[src/rtl/line_serializer.sv]
// Cache-line serializer: accepts a whole line, then streams it out one word per handshake.
// Optional CRITICAL_WORD_FIRST_EN starts streaming at line_offset and wraps; otherwise starts at word 0.
//
// state  | meaning
// IDLE   | no line held; line_ready high (except the first cycle after reset)
// STREAM | line registered; emitting word[idx] until the last word handshakes
module line_serializer #(
    parameter int WORD_WIDTH = 32,
    parameter int LINE_WORDS = 16,
    localparam int IW = (LINE_WORDS > 1) ? $clog2(LINE_WORDS) : 1
) (
    input  logic                           clk,
    input  logic                           rst_n,
    input  logic                           line_valid,
    output logic                           line_ready,
    input  logic [WORD_WIDTH*LINE_WORDS-1:0] line_data,
    input  logic [IW-1:0]                  line_offset,
    output logic                           word_valid,
    input  logic                           word_ready,
    output logic [WORD_WIDTH-1:0]          word_data,
    output logic [IW-1:0]                  word_index,
    output logic                           word_last,
    output logic                           busy
);

    typedef enum logic [0:0] {
        IDLE   = 1'b0,
        STREAM = 1'b1
    } state_t;

    localparam logic [IW-1:0] LAST_POS = IW'(LINE_WORDS - 1);

    state_t                          state_q, state_d;
    logic [WORD_WIDTH*LINE_WORDS-1:0] line_q, line_d;
    logic [IW-1:0]                   idx_q, idx_d;
    logic [IW-1:0]                   cnt_q, cnt_d;
    logic                            ready_q, ready_d;
    logic [IW-1:0]                   start_idx;
    logic                            streaming;
    logic                            last_word;

`ifdef CRITICAL_WORD_FIRST_EN
    assign start_idx = line_offset;
`else
    logic unused_offset;
    assign unused_offset = ^line_offset;
    assign start_idx     = '0;
`endif

    assign streaming = (state_q == STREAM);
    assign last_word = streaming && (cnt_q == LAST_POS);

    always_ff @(posedge clk or negedge rst_n) begin
        if (!rst_n) begin
            state_q <= IDLE;
            line_q  <= '0;
            idx_q   <= '0;
            cnt_q   <= '0;
            ready_q <= 1'b0;
        end else begin
            state_q <= state_d;
            line_q  <= line_d;
            idx_q   <= idx_d;
            cnt_q   <= cnt_d;
            ready_q <= ready_d;
        end
    end

    always_comb begin
        state_d = state_q;
        line_d  = line_q;
        idx_d   = idx_q;
        cnt_d   = cnt_q;
        case (state_q)
            IDLE: begin
                if (line_valid && ready_q) begin
                    line_d  = line_data;
                    idx_d   = start_idx;
                    cnt_d   = '0;
                    state_d = STREAM;
                end
            end
            STREAM: begin
                if (word_ready) begin
                    idx_d = (idx_q == LAST_POS) ? '0 : idx_q + IW'(1);
                    cnt_d = cnt_q + IW'(1);
                    if (last_word) begin
                        state_d = IDLE;
                    end
                end
            end
            default: state_d = IDLE;
        endcase
        // line_ready is registered so no input can reach it combinationally
        ready_d = (state_d == IDLE);
    end

    assign line_ready = ready_q;
    assign busy       = streaming;
    assign word_valid = streaming;
    assign word_last  = last_word;
    assign word_index = streaming ? idx_q : '0;
    assign word_data  = streaming ? line_q[idx_q*WORD_WIDTH +: WORD_WIDTH] : '0;

endmodule

[config.mk]
export PLATFORM = sky130hd
export DESIGN_NAME = line_serializer
export DESIGN_NICKNAME = d
export VERILOG_FILES = /design/src/rtl/line_serializer.sv
export SDC_FILE = /design/constraint.sdc
export NUM_CORES = 1
export LEC_CHECK = 0
export BUFFER_PORTS_ARGS = -buffer_cell sky130_fd_sc_hd__buf_2
export CELL_PAD_IN_SITES_DETAIL_PLACEMENT = 1
export CELL_PAD_IN_SITES_GLOBAL_PLACEMENT = 2
export CORE_MARGIN = 1.5
export CORE_UTILIZATION = 29
export CTS_CLUSTER_SIZE = 20
export DETAILED_ROUTE_END_ITERATION = 7
export PLACE_DENSITY = 0.84
export SYNTH_ARGS = -nofsm -noshare
export SYNTH_HDL_FRONTEND = slang
export SYNTH_SLANG_ARGS = --single-unit
export TNS_END_PERCENT = 10
[constraint.sdc]
create_clock -name clk -period 1.7 [get_ports clk]
set_clock_uncertainty 0.05 [all_clocks]
set_input_delay 0.085 -clock clk [delete_from_list [all_inputs] [get_ports clk]]
set_output_delay 0.085 -clock clk [all_outputs]
set_load 0.1 [all_outputs]
==> results by group <==
Setup path
  – R2R setup slack: -0.28 ns
  – CP endpoint kind: output pin
  – Crit-path max FO: 7
  – Critical Setup Path Class: flop to output pin
  – Req. time, crit path: between 1.5 and 2 ns
  – Crit path DAT: 2.77 ns
  – Crit path launch type: flop

Logic synthesis
  – Yosys warnings: 0
  – Post-Synth XOR/XNOR Area: 0.03687%
  – Dominant cell type by area after synthesis: dfrtp_1
  – Syn Area/Cell: 9.298 um^2
  – Most frequent cell after synthesis: nand2_1
  – Synth Area in Simple Gates: 25.33%
  – Post-synth top area share: between 50 and 60%
  – Async set-or-reset flop fraction in the synthesized netlist: 100.0%
  – Ys flop type: dfrtp_1
  – Syn Nets: 3077
  – Cell area after synthesis: 23760 um^2
  – Post-Syn Instances: 2555
  – Largest family of logic cells by synthesized area: simple AND/OR/NAND/NOR gates
  – Largest cells by area after synthesis: dfrtp_1, nand2_1, mux4_2, mux2_2, buf_2
  – Adder-cell share of the synthesized area: 0.1053%
  – Compound-gate portion of the synthesized area: 2.286%
  – Most frequent cells after synthesis: nand2_1, dfrtp_1, mux4_2
  – Distinct cells, synth: 33
  – Post-synth EDFFs: 0
  – Sequential-to-total area share from yosys stat: 54.98%
  – Seq cells post-synth: 522
  – Mux cell area share after synthesis: 13.76%

Layout
  – Final cell count without fillers: roughly 5000
  – Share of cells above drive strength 1: approximately a third
  – Post-route core utilization: 49.46%
  – Fill cells: 8954
  – Nets@finish: 4348
  – Area grow syn2layout: 68.24%

STA
  – Measured slew at the worst slew-check pin: 0.5288 ns
  – Unrepaired setup endpoints after global routing: true
  – Worst Hold Margin: 0.07052 ns
  – Slew Limit Fails: 0
  – Fin crit share: 170.6%
  – Setup_tns: -59.98 ns
  – Fin. Hold Viols: 0
  – Max Fclk: 344.8 MHz
  – Final setup margin: -1.200 ns
  – Minimum clock period: around 2.9 ns
  – Setup violations, final: 464
  – Relative slew slack: about two thirds

Floorplanning
  – Site Rows: 104
  – Die width: 289.2 um
  – Die height: 289.2 um
  – Num ports: 560
  – Core area: about 80000 um^2
  – Die Area: 83650 um^2
  – Initial core utilization: 29.40%

Clock network
  – # clock sinks: 522
  – Clk_lat worst skew: 0.65 ns
  – Clk root buf: clkbuf_16
  – Number of H-tree levels: 2
  – CTS tree: done
  – Reg clk slew, reported paths: 0.06 ns
  – CTS buffer count: between 50 and 60
  – Clock Tree Buf Depth: 3

Routing
  – First drt pass iteration count: 5
  – Wirelength per Cell: 26.56 um
  – Post-Route WL: 132000 um
  – Drt drc: 0
  – DRT antenna net count: 0
  – DR vias: 25270
  – DR vias/cell: between 5 and 6
  – First DRT Iteration DRCs: 1859

Power
  – Worst VDD drop: 1.137 mV
  – PD cells: 2045 nW/um^2
  – Leak: 19.96 nW

Placed design
  – Cell count after placement: 4236
  – Gpl congestion: 0.8599
  – Port Buffers: 555
  – Final HPWL DP: 79970 um
  – Post-place setup slack: -0.7401 ns

Status
  – Status: finished with violations
  – Violated checks: negative setup slack

GRT
  – Initial antenna violation count: 28
  – Number of global-route vias before repair: approximately 28000
  – Largest net degree at the start of global routing: 65
  – First-pass GRT wire length: between 150000 and 200000 um
  – Overall Global Routing Usage: 29.18%
  – GR Overflow Total: 0

Min path
  – Hold Crit Class: primary input to async pin

Job
  – Max Cap Violations: 0
## stage by stage
step	total power [mW]	instance area [um^2]
final	81.74	39970
after global routing	84.85	39940
after CTS	78.54	38360
after detailed placement	60.69	30380
after global placement	59.81	30380
after floorplan	44.56	24370
## worst max-delay path, cell delays in order, from the launching register on
cell and delay [ns]:
dfrtp_4 0.56, buf_6 0.16, buf_16 0.14, mux4_2 0.56, mux2i_1 0.20, buf_4 0.22
o22ai_4 0.09, buf_12 0.17
## layout make-up
cell class	instances	area [um^2]	area share (%)
Antenna cell	33	82.58	0.2066
Clock buffer	82	1683	4.211
Clock inverter	29	361.6	0.9047
Inverter	2	7.507	0.01878
Multi-Input combinational cell	1864	10930	27.35
Sequential cell	522	13080	32.72
Tap cell	1060	1326	3.318
Timing Repair Buffer	1377	12500	31.27
## power by group
part | switching, mW | internal, mW | leakage (nW)
clock | 5.72 | 7.86 | 1.01
combinational | 25.6 | 19.5 | 12.4
sequential | 4.71 | 18.3 | 6.58
total | 36.0 | 45.7 | 20.0
## layer usage
layer	global-route usage [%]	wire length, um
met2	47.94	63700
met3	4.906	7422
met5	0	60
met1	34.72	50000
met4	20.91	10790
## final timing paths
kind	from	end	depth (start not counted)
max in group asynchronous	rst_n	busy	4
setup / recovery	idx_q[0]	word_data[14]	7
hold reg to reg	line_q[462]	line_q[462]	2
min in group clk	line_data[83]	line_q[83]	4
setup reg to reg	busy	line_q[104]	7
hold / removal	rst_n	line_q[64]	3
## cell families after synthesis
logic type,Yosys count
buffers and inverters,169
DFF,522
xor gates and xnor gates,1
adders and majority gates,2
muxes,195
and+or+nand+nor,1593
AOI/OAI and AO/OA,73
## sequential cells by signal, indices dropped and copies added, names as in the netlist
| signal | flops |
|---|---|
| cnt_q | 4 |
| busy | 1 |
| line_q | 512 |
| idx_q | 4 |
| line_ready | 1 |
## timing repair
action / in CTS / in global routing
setup buffers: 14 / 34
cloned: 7 / 22
pin swaps: 21 / 42
endpoints found under the setup margin: 380 / 478
hold buffers: 516 / 0
endpoints found under the hold margin: 1043 / 0
resized for setup: 121 / 237
## layout by cell type, fill, tap and decap left out, drive strengths merged, types with 32 or more instances in the layout
cell / instances
nand2: 1545
buf: 843
mux4: 96
o221ai: 32
dlygate4sd3: 515
o22ai: 32
mux2: 65
dfrtp: 522
diode: 33
nor2: 33
clkbuf: 99
mux2i: 34
Power figures use the tool's default switching activity.
